--- src/rtl/alu_issue_ctrl.sv ---
// Issue/control stage in front of the 16-bit ALU: fetches operands from an 8x16 register file,
// sequences IDLE->DECODE->EXEC->WB per instruction, writes back the result and owns the carry flag.
module alu_issue_ctrl #(
    parameter int NREGS = 8,
    parameter int DW    = 16
) (
    input  logic          clk,
    input  logic          rst_n,
    input  logic          instr_valid,
    output logic          instr_ready,
    input  logic [15:0]   instr,
    output logic [DW-1:0] alu_a,
    output logic [DW-1:0] alu_b,
    output logic          alu_pass,
    output logic          alu_add,
    output logic          alu_mult,
    output logic          alu_stcrry,
    output logic          alu_clrcrry,
    input  logic [DW-1:0] alu_result,
    output logic          carry,
    output logic          done,
    output logic          illegal,
    input  logic [2:0]    dbg_addr,
    output logic [DW-1:0] dbg_data,
    output logic [1:0]    dbg_state
);

    // Handshake: an instruction transfers on a rising edge where instr_valid && instr_ready;
    // instr must be held until then and is never re-sampled afterwards.
    typedef enum logic [1:0] {
        S_IDLE   = 2'd0,
        S_DECODE = 2'd1,
        S_EXEC   = 2'd2,
        S_WB     = 2'd3
    } state_t;

    localparam logic [3:0] OP_NOP  = 4'd0;
    localparam logic [3:0] OP_PASS = 4'd1;
    localparam logic [3:0] OP_ADD  = 4'd2;
    localparam logic [3:0] OP_MUL  = 4'd3;
    localparam logic [3:0] OP_SETC = 4'd4;
    localparam logic [3:0] OP_CLRC = 4'd5;
    localparam logic [3:0] OP_LDI  = 4'd6;

    state_t        r_state;
    state_t        w_next;
    logic          r_ready;
    logic [15:0]   r_instr;
    logic [DW-1:0] r_alu_a;
    logic [DW-1:0] r_alu_b;
    logic [DW-1:0] r_result;
    logic          r_carry;
    logic [DW-1:0] r_regs [NREGS];

    logic [3:0]    w_op;
    logic [2:0]    w_rd;
    logic [2:0]    w_ra;
    logic [2:0]    w_rb;
    logic [DW:0]   w_sum;
    logic          w_accept;
    logic          w_wr_en;
    logic [DW-1:0] w_wr_data;

    assign w_op     = r_instr[15:12];
    assign w_rd     = r_instr[11:9];
    assign w_ra     = r_instr[8:6];
    assign w_rb     = r_instr[5:3];
    assign w_accept = instr_valid && r_ready;
    // Carry comes from the latched operands, not from the ALU.
    assign w_sum    = {1'b0, r_alu_a} + {1'b0, r_alu_b};

    always_comb begin
        w_next      = r_state;
        alu_pass    = 1'b0;
        alu_add     = 1'b0;
        alu_mult    = 1'b0;
        alu_stcrry  = 1'b0;
        alu_clrcrry = 1'b0;
        done        = 1'b0;
        illegal     = 1'b0;
        w_wr_en     = 1'b0;
        case (r_state)
            S_IDLE:   if (w_accept) w_next = S_DECODE;
            S_DECODE: w_next = S_EXEC;
            S_EXEC: begin
                w_next      = S_WB;
                alu_pass    = (w_op == OP_PASS);
                alu_add     = (w_op == OP_ADD);
                alu_mult    = (w_op == OP_MUL);
                alu_stcrry  = (w_op == OP_SETC);
                alu_clrcrry = (w_op == OP_CLRC);
            end
            S_WB: begin
                w_next  = S_IDLE;
                done    = 1'b1;
                illegal = (w_op > OP_LDI);
                w_wr_en = (w_op == OP_PASS) || (w_op == OP_ADD) ||
                          (w_op == OP_MUL)  || (w_op == OP_LDI);
            end
            default:  w_next = S_IDLE;
        endcase
    end

    assign w_wr_data = (w_op == OP_LDI) ? {{(DW-9){1'b0}}, r_instr[8:0]} : r_result;

    always_ff @(posedge clk or negedge rst_n) begin
        if (!rst_n) begin
            r_state  <= S_IDLE;
            r_ready  <= 1'b0;
            r_instr  <= '0;
            r_alu_a  <= '0;
            r_alu_b  <= '0;
            r_result <= '0;
            r_carry  <= 1'b0;
            for (int i = 0; i < NREGS; i++) r_regs[i] <= '0;
        end else begin
            r_state <= w_next;
            // Registered ready: low during reset, high from the first edge after release.
            r_ready <= (w_next == S_IDLE);
            if (r_state == S_IDLE && w_accept) r_instr <= instr;
            if (r_state == S_DECODE) begin
                r_alu_a <= r_regs[w_ra];
                r_alu_b <= r_regs[w_rb];
            end
            if (r_state == S_EXEC) r_result <= alu_result;
            if (w_wr_en) r_regs[w_rd] <= w_wr_data;
            if (r_state == S_WB) begin
                case (w_op)
                    OP_ADD:  r_carry <= w_sum[DW];
                    OP_SETC: r_carry <= 1'b1;
                    OP_CLRC: r_carry <= 1'b0;
                    default: r_carry <= r_carry;
                endcase
            end
        end
    end

    assign instr_ready = r_ready;
    assign alu_a       = r_alu_a;
    assign alu_b       = r_alu_b;
    assign carry       = r_carry;
    assign dbg_data    = r_regs[dbg_addr];
    assign dbg_state   = r_state;

endmodule

--- config.mk ---
export PLATFORM = sky130hd
export DESIGN_NAME = alu_issue_ctrl
export DESIGN_NICKNAME = d
export VERILOG_FILES = /design/src/rtl/alu_issue_ctrl.sv
export SDC_FILE = /design/constraint.sdc
export NUM_CORES = 1
export LEC_CHECK = 0
export BUFFER_PORTS_ARGS = -buffer_cell sky130_fd_sc_hd__buf_2
export CAP_MARGIN = 0
export CORE_UTILIZATION = 35
export CTS_CLUSTER_DIAMETER = 50
export CTS_CLUSTER_SIZE = 40
export DETAILED_ROUTE_END_ITERATION = 12
export MAX_ROUTING_LAYER = met4
export PLACE_DENSITY_LB_ADDON = 0.05
export RECOVER_POWER = 100
export SLEW_MARGIN = 10
export SYNTH_ARGS = -nofsm -noshare
export SYNTH_HDL_FRONTEND = slang
export SYNTH_SLANG_ARGS = --single-unit
--- constraint.sdc ---
create_clock -name clk -period 1.9 [get_ports clk]
set_input_delay 0.19 -clock clk [delete_from_list [all_inputs] [get_ports clk]]
set_output_delay 0.19 -clock clk [all_outputs]
set_load 0.02 [all_outputs]
==> out/results.ini, run 1 <==
[status]
outcome = finished with violations
violations = setup timing

[timing]
setup_violations = 13
max_freq_ghz = 0.513
max_slew_margin_pct = 7.73
rsz0062_at_grt = yes
timing.final.ws_setup_ns = -0.0499
fin_skew_ns = 0.0131
hold_viol = 0
period_minus_slack_ns = 1.95
maxSlewViolCount = 0
worstMarginPinSlew_ns = 1.38
finalCritPeriodShare_pct = 103
tns_ns = -0.251

[final_layout]
fillers = 2734
multiInputGateArea_um2 = 5320
regArea_um2 = 4900
finalNetCount = 1183
diodes = 0
layout.cells.non_filler = 1523
drive_gt1_share_pct = 37.9
area_growth_pct = 32.0

[worst_setup_path]
arrival_ns = 1.76
path_delay_family = multiplexers
worstSetupPathType = register to output pin
path_buf_inv = 1
worst_ep_required_time_ns = 1.71
path_cells = mux4_2, mux2_4, buf_6
crit_fanout = 4
slowest_stage = mux4_2
startpoint_type = register
worstSetupEndpointType = output pin
slowest_delay_ns = 0.46

[clock_tree]
htree_levels = 4
root_buffer = clkbuf_16
cts_tree = yes
cts_made_buffers = 17
cts_buffer_depth = 2
cts.clk_slew.worst_paths_ns = 0.08
clock-sinks = 196
clk_latency_ns = 0.44

[yosys]
yosys_register_bits = 196
avgSynthCellArea_um2 = 12.2
synth_compound_area_share_pct = 9.80
synth_top_cell_by_area = dfrtp_1
synth_top_family_by_area = multiplexers
netlist_top_cells_count = dfrtp_1, nand2_1, o21ai_0
synth_area_um2 = 10500
synth-edff-count = 0
ys_seq_area_share_pct = 46.8
synthTopCellsByArea = dfrtp_1, mux4_2, mux2_2, o21ai_0, nand2_1
synth_flop_cell = dfrtp_1
synth.distinct_cells = 33
synthMuxAreaShare_pct = 30.2
synth_top_area_share_pct = 46.8
netlist_instances = 860
yosysWarnings = 0
synth-simple-area-share_pct = 7.75
syn_nets = 917
synthAdderAreaFrac_pct = 2.27
synth_async_sr_flop_share_pct = 100
synthMostInstantiatedCell = dfrtp_1
yosys.area_share.xor_xnor_pct = 0

[die]
row_count = 62
io_pins = 97
die_x_um = 175
die_h_um = 175
core-area_um2 = 29100
start_util_pct = 36.0
die-area_um2 = 30600

[global_routing]
antenna_found_initial = 0
track_usage_pct = 22.6
grt_pass1_wl_um = 50100
grt_max_degree = 65
overflow = 0
grt_pass1_vias = 8414

[detailed_routing]
vias_per_cell = 5.30
drc = 0
postRouteAntennaNets = 0
route.met3.wl_um = 1550
wl_met1_um = 14600
wl_met2_um = 15300
route.top_layer_used = met4
dr.pass1.iters = 5
wirelength_um = 32100
vias = 8067
drt-initial-drc-count = 514
wl_per_cell_um = 21.1

[place]
dp.final_hpwl_um = 19800
place_inst = 1328
io_buffers = 96
routabilityCongestion = 0.819

[power_and_ir_drop]
static-leakage-power_nw = 6.17
vdd_drop_max_mv = 0.819
power_density_nw_per_um2 = 1660

[flow_run]
maxCapViolCount = 0

[min_path]
hold_path.class = primary input to register

[layout make-up]
type	instances	area share (%)
multi-input combinational	592	38.5
sequential	196	35.5
timing repair buffer	316	17.9
tap	384	3.48
clock buffer	17	3.08
clock inverter	15	1.53
inverter	3	0.0815
[logic make-up (layout without fill, tap and decap cells)]
logic type,Yosys count,count (layout)
buf+inv,72,351
flops,196,196
fa+ha+maj,19,19
compound gates,185,185
mux,186,186
simple gates,202,202
[cells in the final DEF, fill, tap and decap left out, types with 7 or more instances in the layout]
cell,instances
nand2_1,141
mux2i_1,38
dlygate4sd3_1,32
a21oi_1,39
buf_2,39
mux2_2,33
o2111ai_2,8
ha_1,17
buf_6,20
mux4_2,96
o21ai_1,24
buf_12,16
clkbuf_1,44
inv_6,7
buf_4,149
mux2_4,16
dfrtp_1,196
o21ai_0,106
clkbuf_2,10
clkbuf_16,17
nor2_1,39
[worst reg2reg max path: stages (launching register included)]
cell	delay [ns]
dfrtp_1	0.58
buf_8	0.25
mux4_2	0.55
mux2i_1	0.17
buf_4	0.16
a21oi_1	0.06
[through the flow]
stage | hold WS, ns | cell area (um2) | setup slack [ns] | util [%] | total power [mW]
2_1_floorplan | -0.106 | 10500 | -0.0632 | - | 13.8
6_report | 0.0330 | 13800 | -0.0499 | 47.5 | 23.0
3_3_place_gp | 0.195 | 11900 | 0.0829 | 40.9 | 17.5
4_1_cts | 0.00325 | 13900 | -0.0607 | 47.6 | 23.3
5_1_grt | 0.0277 | 13800 | -0.0911 | 47.5 | 24.6
3_5_place_dp | 0.199 | 11900 | 0.0730 | 40.9 | 17.7
[layer usage]
metal | vias up | global-route usage [%]
met3 | 41 | 3.68
met5 | - | -
li1 | 3717 | -
met4 | 0 | 6.01
met2 | 239 | 35.4
met1 | 4070 | 30.4
[power by group]
part | internal (mW) | switching, mW
clock | 2.15 | 1.81
sequential | 5.84 | 1.30
combinational | 5.90 | 6.00
total | 13.9 | 9.11
[flip-flops by register name, indices dropped and copies added (netlist names)]
register,count
alu_a,16
alu_b,16
carry,1
dbg_state,2
instr_ready,1
r_instr,16
r_regs,128
r_result,16
[final timing paths]
check                          endpoint  depth (start not counted)           from  slack [ns]
max                        dbg_data[10]                          3    r_regs[122]       -0.05
min                         r_result[3]                          2  alu_result[3]        0.03
max reg2reg                   alu_b[14]                          5     r_instr[3]        0.02
min reg2reg                  r_instr[0]                          1     r_instr[0]        0.51
max in group asynchronous    r_regs[68]                          3          rst_n        0.24
min in group asynchronous    r_regs[49]                          2          rst_n        0.60
[repair_timing]
| item | in CTS | in global routing |
|---|---|---|
| hold endpoints to repair | 80 | 1 |
| endpoints found under the setup margin | 21 | 20 |
| hold buffers | 31 | 1 |
| pin swaps | 0 | 1 |
| resized for setup | 49 | 4 |
| buffers inserted | 115 | 17 |
Note: power is estimated with default switching activity, not from simulation.
==> run 2, diff against run 1 <==
--- a/config.mk
+++ b/config.mk
@@ -5,6 +5,7 @@
 export SDC_FILE = /design/constraint.sdc
 export NUM_CORES = 1
 export LEC_CHECK = 0
+export ABC_CLOCK_PERIOD_IN_PS = 2200
 export BUFFER_PORTS_ARGS = -buffer_cell sky130_fd_sc_hd__buf_2
 export CAP_MARGIN = 0
 export CORE_UTILIZATION = 35
==> constraint.sdc (replaced) <==
create_clock -name clk -period 2.2 [get_ports clk]
set_input_delay 0.22 -clock clk [delete_from_list [all_inputs] [get_ports clk]]
set_output_delay 0.22 -clock clk [all_outputs]
set_load 0.02 [all_outputs]
==> run 2 against run 1 <==
  * Highest routed layer unchanged
  * Critical path type unchanged
  * Largest cell class unchanged
  * Design area is 12% lower
  * The run now ends clean
  * Total power fell by 22%
  * Critical endpoint unchanged
  * Largest power group unchanged
  * Utilization down 5.6 points
  * Cell count down 10%
  * Sequential cell count did not move
==> out/results.ini, run 2 (synthesized netlist as in run 1, its figures left out) <==
[place]
routabilityCongestion = 0.811  ; -0.97%
io_buffers = 96  ; unchanged
place_inst = 1316  ; -0.90%
dp.final_hpwl_um = 20200  ; +2.0%

[final_layout]
regArea_um2 = 4910  ; about the same
multiInputGateArea_um2 = 5190  ; -2.4%
diodes = 0  ; unchanged
finalNetCount = 1028  ; -13%
layout.cells.non_filler = 1368  ; -10%
fin_util_pct = 42.0  ; -5.6 points
final_common_cell = dfrtp_1
layout_common_cells = dfrtp_1, nand2_1, o21ai_0
drive_gt1_share_pct = 25.9  ; -12 points
area_growth_pct = 16.6
top_register = r_regs
fillers = 2794  ; +2.2%
largest_register_ffs = 128  ; unchanged

[clock_tree]
root_buffer = clkbuf_16
postCtsResizedCells = 0  ; -100%
cts.clk_slew.worst_paths_ns = 0.07  ; about the same
holdBufCountCts = 20  ; -35%
htree_levels = 4  ; unchanged
post_cts_buffers = 0  ; -100%
clk_latency_ns = 0.45  ; about the same
cts_buffer_depth = 2  ; unchanged
cts_tree = yes
clock-sinks = 196  ; unchanged
cts_made_buffers = 17  ; unchanged

[detailed_routing]
wl_per_cell_um = 22.3  ; +6.0%
drc = 0  ; unchanged
drt-initial-drc-count = 517  ; +0.58%
wirelength_um = 30500  ; -4.8%
route.met3.wl_um = 1420  ; -8.4%
postRouteAntennaNets = 0  ; unchanged
vias_per_cell = 5.43  ; +2.6%
wl_met1_um = 14400  ; -0.85%
vias = 7435  ; -7.8%
wl_met2_um = 14100  ; -7.8%
route.top_layer_used = met4
dr.pass1.iters = 5  ; unchanged

[timing]
rsz0062_at_grt = no
setup_violations = 0  ; -13
maxSlewViolCount = 0  ; unchanged
worstMarginPinSlew_ns = 1.25  ; -0.132 ns
max_slew_margin_pct = 16.5  ; +8.8 points
tns_ns = 0  ; +0.251 ns
max_freq_ghz = 0.480
period_minus_slack_ns = 2.08
hold_viol = 0  ; unchanged
fin_skew_ns = 0.0162  ; +0.00311 ns
finalCritPeriodShare_pct = 94.6

[power_and_ir_drop]
static-leakage-power_nw = 5.15  ; -17%
power_density_nw_per_um2 = 1460  ; -12%
vdd_drop_max_mv = 0.673  ; -18%

[global_routing]
antenna_found_initial = 0  ; unchanged
overflow = 0  ; unchanged
grt_max_degree = 65  ; unchanged
grt_pass1_wl_um = 47700  ; -4.8%
track_usage_pct = 21.8  ; -0.82 points
grt_pass1_vias = 7638  ; -9.2%

[die]
start_util_pct = 36.0  ; unchanged
core-area_um2 = 29100  ; unchanged
die_h_um = 175  ; unchanged
die_x_um = 175  ; unchanged
io_pins = 97  ; unchanged
row_count = 62  ; unchanged
die-area_um2 = 30600  ; unchanged

[worst_setup_path]
worstSetupEndpointType = output pin
startpoint_type = register
crit_fanout = 4  ; unchanged
worstSetupPathType = register to output pin
worst_ep_required_time_ns = 1.98  ; +0.27 ns
arrival_ns = 1.86  ; +0.10 ns

[status]
outcome = completed

[flow_run]
maxCapViolCount = 0  ; unchanged

[min_path]
hold_path.class = primary input to register

## run 2: changes by cell type in the layout (fill, tap and decap cells not counted), moves of 7 or more
cell	delta
clkbuf_2	-7
o2111ai_2	-8
mux2_4	-16
mux2_2	+14
buf_6	-19
o2111ai_1	+8
o21ai_1	-21
clkbuf_1	+23
buf_4	-134
dlygate4sd3_1	-12
o21ai_0	+21
## run 2: layout make-up
type | instances | area share, %
well taps | 384 | 3.94
repair buffers | 161 | 8.50
clock inverters | 14 | 1.21
inverters | 3 | 0.0923
flip-flops and latches | 196 | 40.2
multi-input cells | 592 | 42.6
clock buffers | 18 | 3.52
## run 2: metrics by stage
step / worst slack, ns / hold slack, ns / area (um2) / power (mW)
after CTS: 0.155 / 0.00135 / 12500 / 18.3
after floorplan: 0.0810 / -0.0756 / 10500 / 12.0
after detailed placement: 0.285 / 0.199 / 11700 / 15.1
after global routing: 0.0490 / 0.00640 / 12200 / 19.1
final: 0.118 / 0.0212 / 12200 / 17.8
after global placement: 0.345 / 0.192 / 11700 / 14.9
## run 2: final timing paths
kind / from / endpoint / slack (ns) / cells past startpoint
min in group asynchronous: rst_n / carry / 0.58 / 2
hold reg to reg: r_result[2] / r_result[2] / 0.51 / 1
setup / recovery: r_regs[10] / dbg_data[10] / 0.12 / 3
max in group asynchronous: rst_n / alu_a[14] / 0.40 / 3
hold / removal: instr[5] / r_instr[5] / 0.02 / 2
setup reg to reg: r_instr[6] / alu_a[11] / 0.14 / 5
## run 2: layer usage
metal	GRT usage, %	vias to the layer above
met5	-	-
met4	6.12	0
met3	3.24	31
met2	32.4	197
met1	30.9	3810
li1	-	3397
## run 2: report_power, final
group,total [mW],switching [mW],internal [mW]
Sequential,6.53,1.47,5.05
Clock,3.12,1.52,1.60
Combinational,8.18,4.49,3.69
## run 2: worst max-delay path, cell delays in order, from the launching register on
cell	delay, ns
dfrtp_1	0.41
mux4_2	0.47
mux2_1	0.36
buf_2	0.18
==> run 3, diff against run 2 <==
--- a/config.mk
+++ b/config.mk
@@ -8,6 +8,7 @@
 export ABC_CLOCK_PERIOD_IN_PS = 2200
 export BUFFER_PORTS_ARGS = -buffer_cell sky130_fd_sc_hd__buf_2
 export CAP_MARGIN = 0
+export CORE_MARGIN = 2
 export CORE_UTILIZATION = 35
 export CTS_CLUSTER_DIAMETER = 50
 export CTS_CLUSTER_SIZE = 40
==> run 3 against run 2 <==
  * Hold slack worse by 0.0045 ns
  * Highest routed layer unchanged
  * Combinational power barely moved
  * Clock power rose by 3%
  * Cell count is 0.58% higher
  * Clock-buffer cell count rose by 1
  * First-iteration DRC count increased by 4.3%
  * Non-clock buffer count increased by 2
  * Sequential cell count unchanged
  * Critical endpoint is now dbg_data[11]
  * Critical path depth stayed put
==> out/results.ini, run 3 (synthesized netlist as in run 1, its figures left out) <==
[final_layout]
area_growth_pct = 17.4
layout_common_cells = dfrtp_1, nand2_1, o21ai_0
largest_register_ffs = 128  ; unchanged
finalNetCount = 1030  ; +0.19%
multiInputGateArea_um2 = 5200  ; +0.19%
final_common_cell = dfrtp_1
layout.cells.non_filler = 1376  ; +0.58%
diodes = 0  ; unchanged
top_register = r_regs
fillers = 2852  ; +2.1%
drive_gt1_share_pct = 26.8  ; +0.86 points
regArea_um2 = 4910  ; about the same
finalInstanceArea_um2 = 12300  ; +0.74%

[worst_setup_path]
path_buf_inv = 1  ; unchanged
crit_cells = 3  ; unchanged
worstSetupEndpointType = output pin
slowest_delay_ns = 0.48  ; about the same
rr_endpoint = r_regs[54]
crit_fanout = 4  ; unchanged
r2r_cells = 7  ; +2
path_delay_family = multiplexers
path_cells = mux4_2, mux2_1, buf_2
slowest_stage = mux4_2
startpoint_type = register
worst-r2r-setup-slack_ns = 0.20  ; +0.06 ns
setup.worst_path.start = r_regs[11]
setup.worst_path.end = dbg_data[11]
worstSetupPathType = register to output pin
arrival_ns = 1.89  ; +0.03 ns
worst_ep_required_time_ns = 1.98  ; about the same
r2r-start = dbg_state[1]

[power_and_ir_drop]
vdd_drop_max_mv = 0.553  ; -18%
p_seq_share_pct = 36.1  ; -0.5 points
switching_share_pct = 41.7  ; -0.34 points
combPwrFrac_pct = 45.8  ; about the same
clkPwrFrac_pct = 18.1  ; +0.6 points
static-leakage-power_nw = 5.21  ; +1.2%
switchingPower_mw = 7.43  ; -0.85%
internal-power_mw = 10.4  ; +0.56%
power_density_nw_per_um2 = 1450  ; -0.77%

[timing]
fin_skew_ns = 0.0164  ; +0.000192 ns
max_freq_ghz = 0.473  ; -1.5%
timing.final.ws_setup_ns = 0.0866  ; -0.0317 ns
worstMarginPinSlew_ns = 1.41  ; +0.158 ns
tns_ns = 0  ; unchanged
rsz0062_at_grt = no
hold_viol = 0  ; unchanged
setup_violations = 0  ; unchanged
holdWs_ns = 0.0167  ; -0.00449 ns
finalCritPeriodShare_pct = 96.1  ; +1.4 points
period_minus_slack_ns = 2.11  ; +0.0317 ns
max_slew_margin_pct = 6.00  ; -11 points
maxSlewViolCount = 0  ; unchanged

[clock_tree]
cts_made_buffers = 17  ; unchanged
root_buffer = clkbuf_16
clk_latency_ns = 0.45  ; about the same
cts.clk_slew.worst_paths_ns = 0.08  ; about the same
clock-sinks = 196  ; unchanged
cts_tree = yes
post_cts_buffers = 0  ; unchanged
htree_levels = 4  ; unchanged
cts_buffer_depth = 2  ; unchanged

[die]
row_count = 63  ; +1.6%
core-area_um2 = 29600  ; +1.6%
die_x_um = 177  ; +1.1%
start_util_pct = 35.4  ; -0.57 points
io_pins = 97  ; unchanged
die_h_um = 177  ; +1.1%
die-area_um2 = 31300  ; +2.3%

[place]
io_buffers = 96  ; unchanged
dp_slack_ns = 0.219  ; -0.0651 ns
place_inst = 1318  ; +0.15%
place_area_um2 = 11700  ; -0.30%
dp.final_hpwl_um = 19900  ; -1.4%
routabilityCongestion = 0.795  ; -2.0%

[detailed_routing]
drc = 0  ; unchanged
wl_per_cell_um = 21.8  ; -2.3%
dr.pass1.iters = 7  ; +2
drt-initial-drc-count = 539  ; +4.3%
postRouteAntennaNets = 0  ; unchanged
vias_per_cell = 5.37  ; -1.2%
wirelength_um = 30000  ; -1.8%
vias = 7388  ; -0.63%

[global_routing]
antenna_found_initial = 0  ; unchanged
overflow = 0  ; unchanged
track_usage_pct = 20.8  ; -0.97 points
grt_max_degree = 65  ; unchanged
grt_pass1_vias = 7634  ; -0.052%
grt_pass1_wl_um = 46500  ; -2.5%

[min_path]
hold_path.class = primary input to register

[status]
outcome = completed

[flow_run]
maxCapViolCount = 0  ; unchanged

==> run 3: cell count changes in the layout (fill, tap and decap cells not counted), moves of 5 or more <==
cell,before,now
clkbuf_4,8,0
o21ai_1,3,8
dlygate4sd3_1,20,26
o21ai_0,127,122
clkbuf_1,67,55
buf_4,15,28
==> run 3: worst min path at each step <==
stage                  start      endpoint  slack (ns)  cells after the start
2_1_floorplan          rst_n      alu_a[0]       -0.08                      0
3_3_place_gp           rst_n  dbg_state[0]        0.21                      1
3_5_place_dp           rst_n   instr_ready        0.22                      1
4_1_cts        alu_result[3]   r_result[3]      0.0001                      2
5_1_grt             instr[8]    r_instr[8]        0.01                      2
6_report       alu_result[7]   r_result[7]        0.02                      2
==> run 3: repair_timing <==
item / in CTS / in global routing
hold buffers: 26 / 0
endpoints found under the hold margin: 75 / 0
setup endpoints to repair: 3 / 3
gates resized for setup: 2 / 3
gates cloned: 0 / 0
==> run 3: worst register-to-register path: cells and delay by family (launching register included) <==
kind            cells  cell delay (ns)
buf+inv             2             0.52
flops               1             0.44
simple gates        2             0.44
fa+ha+maj           1             0.25
compound gates      2             0.22
==> run 3: per-layer routing <==
metal  wire length, um  global-route usage (%)  vias up
met5                 0                       -        -
met4               295                    4.37        0
met3              1330                    3.50       20
met2             14200                    31.9      182
met1             14200                    29.2     3779
li1                  -                       -     3407
==> run 3: cell type report <==
| cell class | count | share of cell area, % |
|---|---|---|
| Clock buffer | 19 | 3.60 |
| Clock inverter | 13 | 1.24 |
| Inverter | 3 | 0.0916 |
| Multi-Input combinational cell | 592 | 42.3 |
| Sequential cell | 196 | 39.9 |
| Tap cell | 390 | 3.97 |
| Timing Repair Buffer | 163 | 8.86 |
==> run 3: metrics by stage <==
| stage | util, % | total power [mW] |
|---|---|---|
| floorplan | - | 12.0 |
| global placement | 39.4 | 14.7 |
| detailed placement | 39.4 | 14.9 |
| CTS | 42.4 | 18.2 |
| global route | 41.6 | 19.2 |
| finish | 41.6 | 17.8 |
==> run 3: power by group through the flow <==
stage / clock network (mW) / registers (mW) / logic (mW)
global placement: 0 / 6.37 / 8.29
detailed placement: 0 / 6.48 / 8.41
global route: 3.46 / 6.68 / 9.02
CTS: 3.32 / 6.42 / 8.50
floorplan: 0 / 6.43 / 5.53
finish: 3.22 / 6.43 / 8.17
